## src/rtl/display_pkg.sv

```systemverilog
// Shared types, width helpers and timing defaults
// for the display mode multiplexer.
package display_pkg;

  typedef enum logic {
    SHOW  = 1'b0,
    BLANK = 1'b1
  } disp_state_e;

  localparam int DEF_NUM_MODES    = 8;
  localparam int DEF_SEG_W        = 8;
  localparam int DEF_DIG_W        = 8;
  localparam int DEF_DEB_CYCLES   = 1000000;
  localparam int DEF_BLANK_CYCLES = 4;
  localparam int DEF_AUTO_CYCLES  = 100000000;

  function automatic int mode_w(input int n);
    return (n > 2) ? $clog2(n) : 1;
  endfunction

  // Width of a counter that must hold 0..n-1.
  function automatic int cnt_w(input int n);
    return (n > 2) ? $clog2(n) : 1;
  endfunction

endpackage

```

## src/rtl/btn_debounce.sv

```systemverilog
// Two-flop synchroniser plus level debouncer for one
// raw button, emitting a one-cycle pulse per press.
module btn_debounce
  import display_pkg::*;
#(
  parameter int DEB_CYCLES = DEF_DEB_CYCLES
) (
  input  logic clk,
  input  logic rst_n,
  input  logic btn_i,
  output logic rise_o
);

  localparam int CW = cnt_w(DEB_CYCLES);
  localparam logic [CW-1:0] CMAX = CW'(DEB_CYCLES - 1);

  logic          sync1_q;
  logic          sync2_q;
  logic          level_q;
  logic          level_d;
  logic          armed_q;
  logic          armed_d;
  logic          rise_q;
  logic          rise_d;
  logic [CW-1:0] cnt_q;
  logic [CW-1:0] cnt_d;

  // Pressing is only honoured once the synchronised
  // input has been seen low, so a held button at reset
  // needs a release before it can step.
  always_comb begin
    level_d = level_q;
    cnt_d   = '0;
    rise_d  = 1'b0;
    armed_d = armed_q | ~sync2_q;
    if (sync2_q != level_q) begin
      if (cnt_q == CMAX) begin
        level_d = sync2_q;
        rise_d  = sync2_q & armed_q;
      end else begin
        cnt_d = cnt_q + CW'(1);
      end
    end
  end

  always_ff @(posedge clk or negedge rst_n) begin
    if (!rst_n) begin
      sync1_q <= 1'b1;
      sync2_q <= 1'b1;
      level_q <= 1'b0;
      armed_q <= 1'b0;
      rise_q  <= 1'b0;
      cnt_q   <= '0;
    end else begin
      sync1_q <= btn_i;
      sync2_q <= sync1_q;
      level_q <= level_d;
      armed_q <= armed_d;
      rise_q  <= rise_d;
      cnt_q   <= cnt_d;
    end
  end

  assign rise_o = rise_q;

endmodule

```

## src/rtl/display_mode_mux.sv

```systemverilog
// Selects one of NUM_MODES display channels via buttons,
// idle auto-advance and channel enables, with blanking.
module display_mode_mux
  import display_pkg::*;
#(
  parameter int NUM_MODES    = DEF_NUM_MODES,
  parameter int SEG_W        = DEF_SEG_W,
  parameter int DIG_W        = DEF_DIG_W,
  parameter int DEB_CYCLES   = DEF_DEB_CYCLES,
  parameter int BLANK_CYCLES = DEF_BLANK_CYCLES,
  parameter int AUTO_CYCLES  = DEF_AUTO_CYCLES
) (
  input  logic                         clk,
  input  logic                         rst_n,
  input  logic                         btn_left,
  input  logic                         btn_right,
  input  logic                         lock,
  input  logic                         auto_en,
  input  logic [NUM_MODES-1:0]         chan_en,
  input  logic [NUM_MODES*SEG_W-1:0]   chan_seg,
  input  logic [NUM_MODES*DIG_W-1:0]   chan_dig,
  output logic [mode_w(NUM_MODES)-1:0] mode,
  output logic [SEG_W-1:0]             seg,
  output logic [DIG_W-1:0]             dig,
  output logic                         mode_chg
);

  localparam int MODE_W = mode_w(NUM_MODES);
  localparam int IW     = cnt_w(AUTO_CYCLES);
  localparam int BW     = cnt_w(BLANK_CYCLES);
  localparam logic [IW-1:0] IMAX = IW'(AUTO_CYCLES - 1);
  localparam logic [BW-1:0] BMAX =
    BW'((BLANK_CYCLES > 0) ? BLANK_CYCLES - 1 : 0);

  logic              step_l;
  logic              step_r;

  disp_state_e       state_q;
  disp_state_e       state_d;
  logic [MODE_W-1:0] mode_q;
  logic [MODE_W-1:0] mode_d;
  logic [BW-1:0]     blank_q;
  logic [BW-1:0]     blank_d;
  logic [IW-1:0]     idle_q;
  logic [IW-1:0]     idle_d;
  logic              upd_q;
  logic              upd_d;
  logic              chg_q;
  logic              chg_d;
  logic [SEG_W-1:0]  seg_q;
  logic [SEG_W-1:0]  seg_d;
  logic [DIG_W-1:0]  dig_q;
  logic [DIG_W-1:0]  dig_d;

  logic              any_en;
  logic              show;
  logic              forced;
  logic              btn_ok;
  logic              auto_req;
  logic              accept;
  logic              go_right;
  logic              changed;
  logic [MODE_W-1:0] target;

  btn_debounce #(
    .DEB_CYCLES(DEB_CYCLES)
  ) u_deb_left (
    .clk   (clk),
    .rst_n (rst_n),
    .btn_i (btn_left),
    .rise_o(step_l)
  );

  btn_debounce #(
    .DEB_CYCLES(DEB_CYCLES)
  ) u_deb_right (
    .clk   (clk),
    .rst_n (rst_n),
    .btn_i (btn_right),
    .rise_o(step_r)
  );

  // Nearest enabled channel in the given direction,
  // or cur itself when no other channel is enabled.
  function automatic logic [MODE_W-1:0] find_next(
    input logic [MODE_W-1:0]    cur,
    input logic                 right,
    input logic [NUM_MODES-1:0] en
  );
    logic [MODE_W-1:0] res;
    logic              hit;
    int                idx;
    res = cur;
    hit = 1'b0;
    for (int k = 1; k < NUM_MODES; k++) begin
      idx = right ? int'(cur) + k : int'(cur) - k;
      if (idx >= NUM_MODES) idx = idx - NUM_MODES;
      if (idx < 0) idx = idx + NUM_MODES;
      if (!hit && en[idx]) begin
        res = MODE_W'(idx);
        hit = 1'b1;
      end
    end
    return res;
  endfunction

  // Priority: skip off a disabled channel, then a single
  // button, then auto-advance.
  always_comb begin
    any_en   = |chan_en;
    show     = (state_q == SHOW);
    forced   = show & ~lock & any_en & ~chan_en[mode_q];
    btn_ok   = show & ~lock & (step_l ^ step_r);
    auto_req = show & auto_en & ~lock & (idle_q == IMAX);
    accept   = forced | btn_ok | auto_req;
    go_right = forced | ~btn_ok | step_r;
    target   = find_next(mode_q, go_right, chan_en);
    changed  = accept & (target != mode_q);
    mode_d   = changed ? target : mode_q;
    upd_d    = changed;
    chg_d    = upd_q;
  end

  always_comb begin
    state_d = state_q;
    blank_d = blank_q;
    unique case (state_q)
      SHOW: begin
        if (changed && BLANK_CYCLES > 0) begin
          state_d = BLANK;
          blank_d = '0;
        end
      end
      BLANK: begin
        if (blank_q == BMAX) begin
          state_d = SHOW;
          blank_d = '0;
        end else begin
          blank_d = blank_q + BW'(1);
        end
      end
    endcase
  end

  // Idle time is frozen while blanking.
  always_comb begin
    idle_d = idle_q;
    if (!auto_en || lock || accept) begin
      idle_d = '0;
    end else if (show) begin
      idle_d = idle_q + IW'(1);
    end
  end

  always_comb begin
    seg_d = '0;
    dig_d = '0;
    if (state_d == SHOW && any_en) begin
      seg_d = chan_seg[int'(mode_d)*SEG_W +: SEG_W];
      dig_d = chan_dig[int'(mode_d)*DIG_W +: DIG_W];
    end
  end

  always_ff @(posedge clk or negedge rst_n) begin
    if (!rst_n) begin
      state_q <= SHOW;
      mode_q  <= '0;
      blank_q <= '0;
      idle_q  <= '0;
      upd_q   <= 1'b0;
      chg_q   <= 1'b0;
      seg_q   <= '0;
      dig_q   <= '0;
    end else begin
      state_q <= state_d;
      mode_q  <= mode_d;
      blank_q <= blank_d;
      idle_q  <= idle_d;
      upd_q   <= upd_d;
      chg_q   <= chg_d;
      seg_q   <= seg_d;
      dig_q   <= dig_d;
    end
  end

  assign mode     = mode_q;
  assign seg      = seg_q;
  assign dig      = dig_q;
  assign mode_chg = chg_q;

endmodule

```

## config.mk

```make
export PLATFORM = sky130hd
export DESIGN_NAME = display_mode_mux
export DESIGN_NICKNAME = d
export VERILOG_FILES = /design/src/rtl/display_pkg.sv /design/src/rtl/btn_debounce.sv /design/src/rtl/display_mode_mux.sv
export SDC_FILE = /design/constraint.sdc
export NUM_CORES = 1
export LEC_CHECK = 0
export BUFFER_PORTS_ARGS = -buffer_cell sky130_fd_sc_hd__buf_2
export CAP_MARGIN = 0
export CELL_PAD_IN_SITES_DETAIL_PLACEMENT = 1
export CELL_PAD_IN_SITES_GLOBAL_PLACEMENT = 2
export CORE_ASPECT_RATIO = 0.5
export CORE_MARGIN = 10
export CORE_UTILIZATION = 34
export CTS_BUF_LIST = sky130_fd_sc_hd__clkbuf_8 sky130_fd_sc_hd__clkbuf_16
export CTS_CLUSTER_SIZE = 20
export DETAILED_ROUTE_END_ITERATION = 12
export PLACE_DENSITY_LB_ADDON = 0.1
export SETUP_SLACK_MARGIN = 0.05
export SLEW_MARGIN = 20
export SYNTH_ARGS = -nofsm -noshare
export SYNTH_HDL_FRONTEND = slang
export SYNTH_HIERARCHICAL = 1
export SYNTH_SLANG_ARGS = --single-unit
```

## constraint.sdc

```tcl
create_clock -name clk -period 4.7 [get_ports clk]
set_clock_uncertainty 0.1 [all_clocks]
set_input_delay 0.47 -clock clk [delete_from_list [all_inputs] [get_ports clk]]
set_output_delay 0.47 -clock clk [all_outputs]
set_load 0.005 [all_outputs]
```

==> results.md, run 1 <==
Timing:
- The worst path meets setup with 0.313 ns of slack.
- The remaining max-slew budget at the tightest pin is 0.278.
- The timing-limited maximum frequency is 228 MHz.
- Setup repair after global routing could not meet its margin everywhere.
- The number of hold-slack violations in the final timing report came to 0.
- The final-report max-slew violation count was 0.
- The final setup violation count is 0.
- Setup total negative slack on the finished layout was measured at 0 ns.
- Hold timing on the final database bottoms out at a slack of 0.111 ns.
- The final clock period utilization by the worst path is 0.933.
- Subtracting the final worst setup slack from the clock period gives 4.39 ns.
- The slew at the pin closest to its max-slew limit is 1.08 ns.

Final layout:
- Once layout is complete, the utilization of the core stands at 0.430.
- The share of post-route cells with drive strength above 1 is 0.293.
- At the end of the flow, the number of nets in the layout was 1006.
- The sequential cells in the finished layout cover a total of 2530 sq um.
- The footprint of the multi-input gates is 4210 sq um.
- The signed area change from the synthesized netlist to the final layout is 23.1%.
- After filler insertion, the fill cell instance count of the layout stands at 2263.

Yosys:
- The count of flip-flops with a built-in enable after synthesis is 0.
- The area share of the largest cell type after synthesis is 0.353.
- The cell area that synthesis handed to floorplanning was 6880 sq um.
- The largest total area in the synthesized netlist belongs to sky130_fd_sc_hd__dfrtp_1.
- A synthesized cell averages 9.96 sq um.
- The number of nets in the synthesized netlist is 839.
- Of all flip-flops after synthesis, the portion carrying an async set or reset was 1.00.
- The commonest cells after synthesis are 121 x sky130_fd_sc_hd__mux2i_1, 97 x sky130_fd_sc_hd__dfrtp_1, 72 x sky130_fd_sc_hd__nor2_1.
- Yosys mapped the design onto 76 distinct sky130hd cell types.
- In the synthesized netlist, the number of instances is 691.
- For this run, the leading register cell type out of synthesis is sky130_fd_sc_hd__dfrtp_1.
- The share of synthesized area occupied by flip-flops and latches is 0.368.
- Yosys instantiated no cell more often than sky130_fd_sc_hd__mux2i_1.
- The register bit total from synthesis is 101.
- Ranked by total cell area, the synthesized netlist is headed by sky130_fd_sc_hd__dfrtp_1 35%, sky130_fd_sc_hd__mux2i_1 18%, sky130_fd_sc_hd__xor2_1 4.1%.
- Yosys printed 6 warnings.

GRT:
- Summed over all layers, the global routing overflow is 0.
- The number of antenna violations at the first check in global routing came to 1.
- The via count of the first global-routing pass is 6375.
- Entering global routing, the biggest net connects 67 pins.
- The first global-routing pass estimated 34.1 mm of wire.
- Across every metal layer, demand over resource in global routing totals 0.154.

Floorplan:
- The top-level port count is 162.
- The floorplan has 36 rows.
- The vertical extent of the die is 121 um.
- The starting utilization of the core area is 0.349.
- The overall die area is 26700 sq um.
- After floorplanning, the core was sized to cover 19700 sq um.
- The die is 221 um wide.

Min path:
- The startpoint of the lowest-slack hold path is btn_left.
- The path class of the lowest-slack min-delay path is input port to register.

CTS:
- The clock passes through at most 2 buffers.
- The number of clock buffers inserted by TritonCTS is 9.
- The clock drives 101 sinks.
- The cell chosen for the clock root is sky130_fd_sc_hd__clkbuf_16.
- The post-CTS setup buffer count is 0.
- The later pin in the worst-skew pair is clocked with a latency of 0.35 ns.
- The TritonCTS clock tree is built.
- The clock tree synthesis step divided the H-tree into 3 levels.
- Clock-pin slew was measured on the worst setup and hold paths at 0.07 ns.

Setup path:
- The worst setup path is of the register to register kind.
- For this run, the slowest stage of the critical path takes 0.65 ns.
- The cell repeated most along the worst path is sky130_fd_sc_hd__mux2i_1.
- The origin of the critical flop-to-flop path is mode[1].
- The signal arrival time at the worst endpoint is 4.49 ns.
- Tracing the worst setup path back leads to its startpoint at mode[1].
- STA classifies the critical path startpoint as a register.
- Of all nets on the critical path, the largest fanout is 21.
- The data required time at the worst endpoint is 4.81 ns.
- The category of the worst setup path capture point is a register.
- The signal on the critical path passes through mux4_2 > a21oi_1 > mux2_2 > or3b_2 > o211ai_1 > a2111oi_4 > o31ai_2 > xnor2_4 > buf_12 > buf_4 > mux2i_1 > mux2i_1 > mux2i_1 > nor3_2.
- The library cell contributing the largest single delay on the critical path is sky130_fd_sc_hd__mux4_2.

Route:
- The via count of the routed design is 5887.
- The post-detailed-route DRC marker count is 0.
- Wires add up to 21.2 mm.
- After detailed routing, the number of vias per cell comes to 5.21.
- The count of TritonRoute iterations in the first routing pass is 4.
- In this run, the number of DRC markers left after iteration 0 of detailed routing was 259.
- The wire length per cell after detailed routing is 18.7 um.
- The count of nets left with antenna violations once routing finished came out at 0.

Pwr:
- VDD sags by at most 0.300 mV.
- In this run the static leakage power is 3.89 nW.
- Power spread over the standard cell area amounts to 595 nW/um^2.

Outcome:
- The flow ran to the end, and the final reports show no timing, DRC or antenna violations.

Placement:
- Input and output buffers added on the ports amount to 161.
- The routability congestion estimate is 0.809.
- Detailed placement finished with a half-perimeter wire length of 16.3 mm.
- At the placement stage, the worst setup path has a slack of 0.198 ns.

Job:
- Max-cap violations in this run came to 0.
cell families after synthesis:
| logic type | share of synthesized area |
|---|---|
| and+or+nand+nor | 0.218 |
| buffers and inverters | 0.0309 |
| DFF | 0.368 |
| muxes | 0.206 |
| AOI/OAI and AO/OA | 0.0944 |
| xor gates and xnor gates | 0.0722 |
| adders and majority gates | 0.0109 |
per-stage QoR:
stage	power, mW	cell area [sq um]	instances
global placement	4.17	8090	1112
CTS	5.06	8410	1128
global route	5.41	8470	1130
floorplan	3.37	6880	691
finish	5.04	8470	1130
detailed placement	4.21	8090	1112
what timing repair did:
action,4_1_cts,5_1_grt
setup endpoints to repair,0,6
hold buffers,0,0
resized for setup,0,5
cells in the final DEF, fill, tap and decap left out, types with 9 or more instances in the layout:
| cell type | count |
|---|---|
| sky130_fd_sc_hd__buf_2 | 160 |
| sky130_fd_sc_hd__mux2i_1 | 121 |
| sky130_fd_sc_hd__dfrtp_1 | 97 |
| sky130_fd_sc_hd__nor2_1 | 71 |
| sky130_fd_sc_hd__nand2_1 | 47 |
| sky130_fd_sc_hd__xor2_1 | 32 |
| sky130_fd_sc_hd__nand3_1 | 27 |
| sky130_fd_sc_hd__xnor2_1 | 21 |
| sky130_fd_sc_hd__a21oi_1 | 20 |
| sky130_fd_sc_hd__buf_4 | 19 |
| sky130_fd_sc_hd__o21ai_0 | 16 |
| sky130_fd_sc_hd__nor3_1 | 14 |
| sky130_fd_sc_hd__and3_1 | 12 |
| sky130_fd_sc_hd__or3_1 | 12 |
| sky130_fd_sc_hd__or4_1 | 11 |
| sky130_fd_sc_hd__nor3_2 | 11 |
| sky130_fd_sc_hd__nand4_1 | 10 |
| sky130_fd_sc_hd__inv_1 | 9 |
| sky130_fd_sc_hd__nand2b_1 | 9 |
| sky130_fd_sc_hd__clkbuf_16 | 9 |
worst max-delay path: cells and delay by family (launching register included):
kind / cells / cell delay, ns
AOI/OAI and AO/OA: 4 / 0.91
buffers and inverters: 2 / 0.43
DFF: 1 / 0.48
and+or+nand+nor: 2 / 0.56
xor gates and xnor gates: 1 / 0.17
muxes: 5 / 1.60
flip-flops by register name (all words and copies together), names as in the netlist, 2 cells and up:
register,flops
u_deb_right/cnt_q,20
idle_q,27
dig,8
blank_q,2
seg,8
u_deb_left/cnt_q,20
mode,3
routing by layer:
layer	part of all wire	GRT usage	up-vias
li1	-	-	2868
met1	0.45	0.187	2961
met2	0.52	0.283	48
met3	0.017	0.0267	10
met4	0.0051	0.0255	0
met5	0	0	-
power by group:
part	leakage, nW	internal, mW	total, mW	switching (mW)
clock network	0.164	0.472	0.818	0.346
registers	1.35	0.976	1.03	0.0569
logic	2.38	1.43	3.19	1.76
worst paths after layout:
path	to	slack [ns]	cells after the start
worst min-delay path	u_deb_left/sync1_q	0.11	1
min in group asynchronous	u_deb_left/cnt_q[18]	0.13	1
worst max register to register	seg[5]	0.31	14
worst max-delay path	seg[5]	0.31	14
worst min register to register	u_deb_right/sync2_q	0.26	0
max in group asynchronous	u_deb_right/sync1_q	3.34	2
area by class of cell:
class                           instances  share of cell area
Multi-Input combinational cell        553               0.497
Timing Repair Buffer                  184               0.122
Sequential cell                       101               0.299
Inverter                                9             0.00399
Clock buffer                            9              0.0266
Clock inverter                          7              0.0115
Antenna cell                            1            0.000296
Tap cell                              266              0.0393
Power figures use the tool's default switching activity.
==> inputs of run 2 (changes only) <==
Settings changed: ABC_AREA set to 1, CORE_MARGIN 10 to not set, CORE_UTILIZATION 34 to 30.
==> results.md, run 2 <==
Final layout:
- The area growth from synthesis to layout is 18.0%.
- The library cell used most frequently in the layout, excluding fill and tap cells, is sky130_fd_sc_hd__nand2_1.
- Of the cells placed in the final design, the portion with a size suffix greater than 1 is 0.218.
- In the layout the commonest cells are 225 x sky130_fd_sc_hd__nand2_1, 170 x sky130_fd_sc_hd__nand3_1, 160 x sky130_fd_sc_hd__buf_2.
- The register bank with the most flops is idle_q.
- The final net count is 1379.
- The largest registers in the layout are idle_q: 27 flops, u_deb_left/cnt_q: 20 flops, u_deb_right/cnt_q: 20 flops.
- The flip-flop count of the largest register after layout is 27.
- In the final layout, flip-flops and latches occupy 2530 sq um.
- The final-layout fill cell count is 3171.
- The footprint of the multi-input gates is 4220 sq um.

Timing:
- The number of hold-slack violations in the final timing report is 0.
- The final setup violation count is 0.
- The minimum clock period is 4.01 ns.
- Setup repair after global routing left no endpoint under its margin.
- The setup TNS is 0 ns.
- The remaining max-slew budget at the tightest pin is 0.335.
- The final clock period utilization by the worst path is 0.854.
- The slew at the pin closest to its max-slew limit is 0.997 ns.
- The final-report max-slew violation count is 0.
- The timing-limited maximum frequency is 249 MHz.

Floorplan:
- The top-level port count is 162.
- The overall die area is 25900 sq um.
- The floorplan step set the die height to 114 um.
- For this configuration, the core starts out at a cell density of 0.310.
- The total core area is 24400 sq um.
- The number of rows created at floorplan is 40.
- The floorplan step set the die width to 226 um.

CTS:
- The clock passes through at most 2 buffers.
- Counting every sink on the clock net gives 101.
- The TritonCTS clock tree is built.
- The clock reaches the later pin of the worst-skew pair after 0.38 ns.
- In this run the number of H-tree levels came out at 3.
- Counting the buffers created by CTS gives 9.
- The number of hold buffers added after CTS was 0.
- The clock-pin slew on the worst setup and hold paths is 0.08 ns.
- The cell chosen for the clock root is sky130_fd_sc_hd__clkbuf_16.

Yosys:
- A synthesized cell averages 6.95 sq um.
- Ranked by total cell area, the synthesized netlist is headed by sky130_fd_sc_hd__dfrtp_1 32%, sky130_fd_sc_hd__nand3_1 11%, sky130_fd_sc_hd__nand2_1 11%.
- In this run, distinct cell masters in the synthesized netlist total 39.
- Synthesis produced a netlist with a net count of 1236.
- In the synthesized netlist, the cells that appear most often are 225 x sky130_fd_sc_hd__nand2_1, 170 x sky130_fd_sc_hd__nand3_1, 142 x sky130_fd_sc_hd__inv_1.
- The largest total area in the synthesized netlist belongs to sky130_fd_sc_hd__dfrtp_1.
- Synthesis inferred 101 register bits.
- By instance count, the leading cell after synthesis is sky130_fd_sc_hd__nand2_1.
- The count of flip-flops with a built-in enable after synthesis is 0.
- After technology mapping, the gate count stands at 1088.
- After synthesis the cells add up to 7560 sq um.
- The dominant register cell in the synthesized netlist is sky130_fd_sc_hd__dfrtp_1.
- The area share of the largest cell type after synthesis is 0.321.
- The share of synthesized area occupied by flip-flops and latches is 0.335.
- The Yosys step of the flow raised 6 warnings.
- For this run, asynchronously set or reset flops after synthesis account for 1.00.

Route:
- The wire length per cell after detailed routing is 16.2 um.
- The post-detailed-routing wire length is 25.5 mm.
- The via count of the routed design is 7516.
- The pre-antenna-repair detailed-routing pass consisted of 7 iterations.
- The post-detailed-route DRC marker count is 0.
- Using the TritonRoute via totals, the vias-per-cell ratio works out to 4.77.
- The remaining number of nets flagged by the antenna check after routing is 0.
- The first routing iteration left 303 violations.

GRT:
- The number of antenna violations at the first check in global routing is 8.
- After global routing the overflow that remains totals 0.
- The total routing resource utilization after global routing is 0.207.
- The via count of the first global-routing pass is 7891.
- The first-pass GRT wire length is 41.6 mm.
- The maximum number of pins on one net before global-route repair is 77.

Pwr:
- IR analysis of the VDD net gives a maximum drop of 0.280 mV.
- Dividing total power by cell area gives a power density of 543 nW/um^2.
- The static power due to leakage is 4.31 nW.
- The total power is 4.84 mW.

Outcome:
- The run finished with clean final reports.

Setup path:
- Data on the critical path is required at its endpoint by 4.89 ns.
- The category of the most critical setup path is register to register.
- The maximum fanout encountered on the critical timing path is 50.
- The signal arrival time at the worst endpoint is 4.21 ns.
- The number of cells traversed by the worst register-to-register path is 27.
- The startpoint kind of the worst setup timing path is a register.
- The worst setup path is captured at a register.

Placement:
- The count of input and output buffers is 161.
- At the end of routability-driven placement, the weighted congestion stood at 0.834.
- The HPWL after detailed placement is 19.6 mm.

Min path:
- The min-delay analysis places its worst path in the category input port to asynchronous set/reset pin.

Job:
- The max capacitance violation total is 0.
==> run 2: repair_timing <==
item | in CTS | in global routing
buffers inserted | 0 | 0
setup endpoints to repair | 0 | 8
resized for setup | 0 | 3
==> run 2: cells by family after synthesis <==
group	count (synthesis)	synth area share
AND/OR/NAND/NOR	710	0.465
adder cells (fa/ha/maj)	6	0.00993
buffers and inverters	186	0.106
XOR/XNOR	39	0.0472
flip-flops	101	0.335
AO/OA/AOI/OAI	46	0.0363
==> run 2: worst max-delay path, cell delays in order (launching register included) <==
cell	delay [ns]
sky130_fd_sc_hd__dfrtp_2	0.57
sky130_fd_sc_hd__inv_2	0.14
sky130_fd_sc_hd__nand2_1	0.11
sky130_fd_sc_hd__nand3_1	0.10
sky130_fd_sc_hd__nand3_1	0.11
sky130_fd_sc_hd__nand3_2	0.13
sky130_fd_sc_hd__nand2_2	0.27
sky130_fd_sc_hd__nand2_1	0.19
sky130_fd_sc_hd__nand2_1	0.21
sky130_fd_sc_hd__nand2_1	0.10
sky130_fd_sc_hd__nand3_1	0.11
sky130_fd_sc_hd__nand2_2	0.07
sky130_fd_sc_hd__inv_2	0.10
sky130_fd_sc_hd__nand2_1	0.06
sky130_fd_sc_hd__nand2_1	0.06
sky130_fd_sc_hd__inv_1	0.04
sky130_fd_sc_hd__nand2_1	0.07
sky130_fd_sc_hd__inv_2	0.04
sky130_fd_sc_hd__nand2_2	0.08
sky130_fd_sc_hd__nand3_2	0.10
sky130_fd_sc_hd__nand2_2	0.31
sky130_fd_sc_hd__buf_12	0.28
sky130_fd_sc_hd__nand2_1	0.08
sky130_fd_sc_hd__nand2_1	0.11
sky130_fd_sc_hd__nand2_1	0.07
sky130_fd_sc_hd__nand2_1	0.08
sky130_fd_sc_hd__nand2_1	0.04
sky130_fd_sc_hd__a21oi_1	0.16
==> run 2: where the power goes <==
| part | internal, mW | switching [mW] | total [mW] |
|---|---|---|---|
| combinational | 0.958 | 2.05 | 3.01 |
| sequential | 0.980 | 0.0931 | 1.07 |
| clock | 0.368 | 0.397 | 0.765 |
==> run 2: area by class of cell <==
class | instances | share of cell area
clock inverter | 7 | 0.00631
sequential | 101 | 0.284
antenna | 3 | 0.000842
inverter | 149 | 0.0627
multi-input combinational | 801 | 0.474
tap | 336 | 0.0471
clock buffer | 9 | 0.0253
timing repair buffer | 169 | 0.100
==> run 2: per-layer routing <==
layer / vias to the layer above / GRT usage / wire length (um)
met5: - / 0 / 41
met4: 6 / 0.0532 / 362
met3: 31 / 0.0493 / 1080
met2: 122 / 0.344 / 11800
met1: 3560 / 0.271 / 12200
li1: 3797 / - / -
==> run 2: final timing paths <==
kind / end / start / slack, ns
hold reg to reg: mode_chg / chg_d / 0.26
setup / recovery: seg[6] / mode[0] / 0.69
setup reg to reg: seg[6] / mode[0] / 0.69
hold / removal: u_deb_left/cnt_q[1] / rst_n / 0.03
max in group asynchronous: mode[0] / rst_n / 3.58
min in group clk: u_deb_right/sync1_q / btn_right / 0.08
==> run 2: per-stage QoR <==
step,hold slack [ns],worst slack [ns],util,area (sq um),instances
3_3_place_gp,0.237,0.542,0.353,8620,1556
5_1_grt,0.0681,0.261,0.366,8920,1575
3_5_place_dp,0.238,0.418,0.353,8620,1556
6_report,0.0315,0.688,0.366,8920,1575
4_1_cts,0.0593,0.393,0.365,8900,1572
2_1_floorplan,0.0744,1.75,-,7560,1088
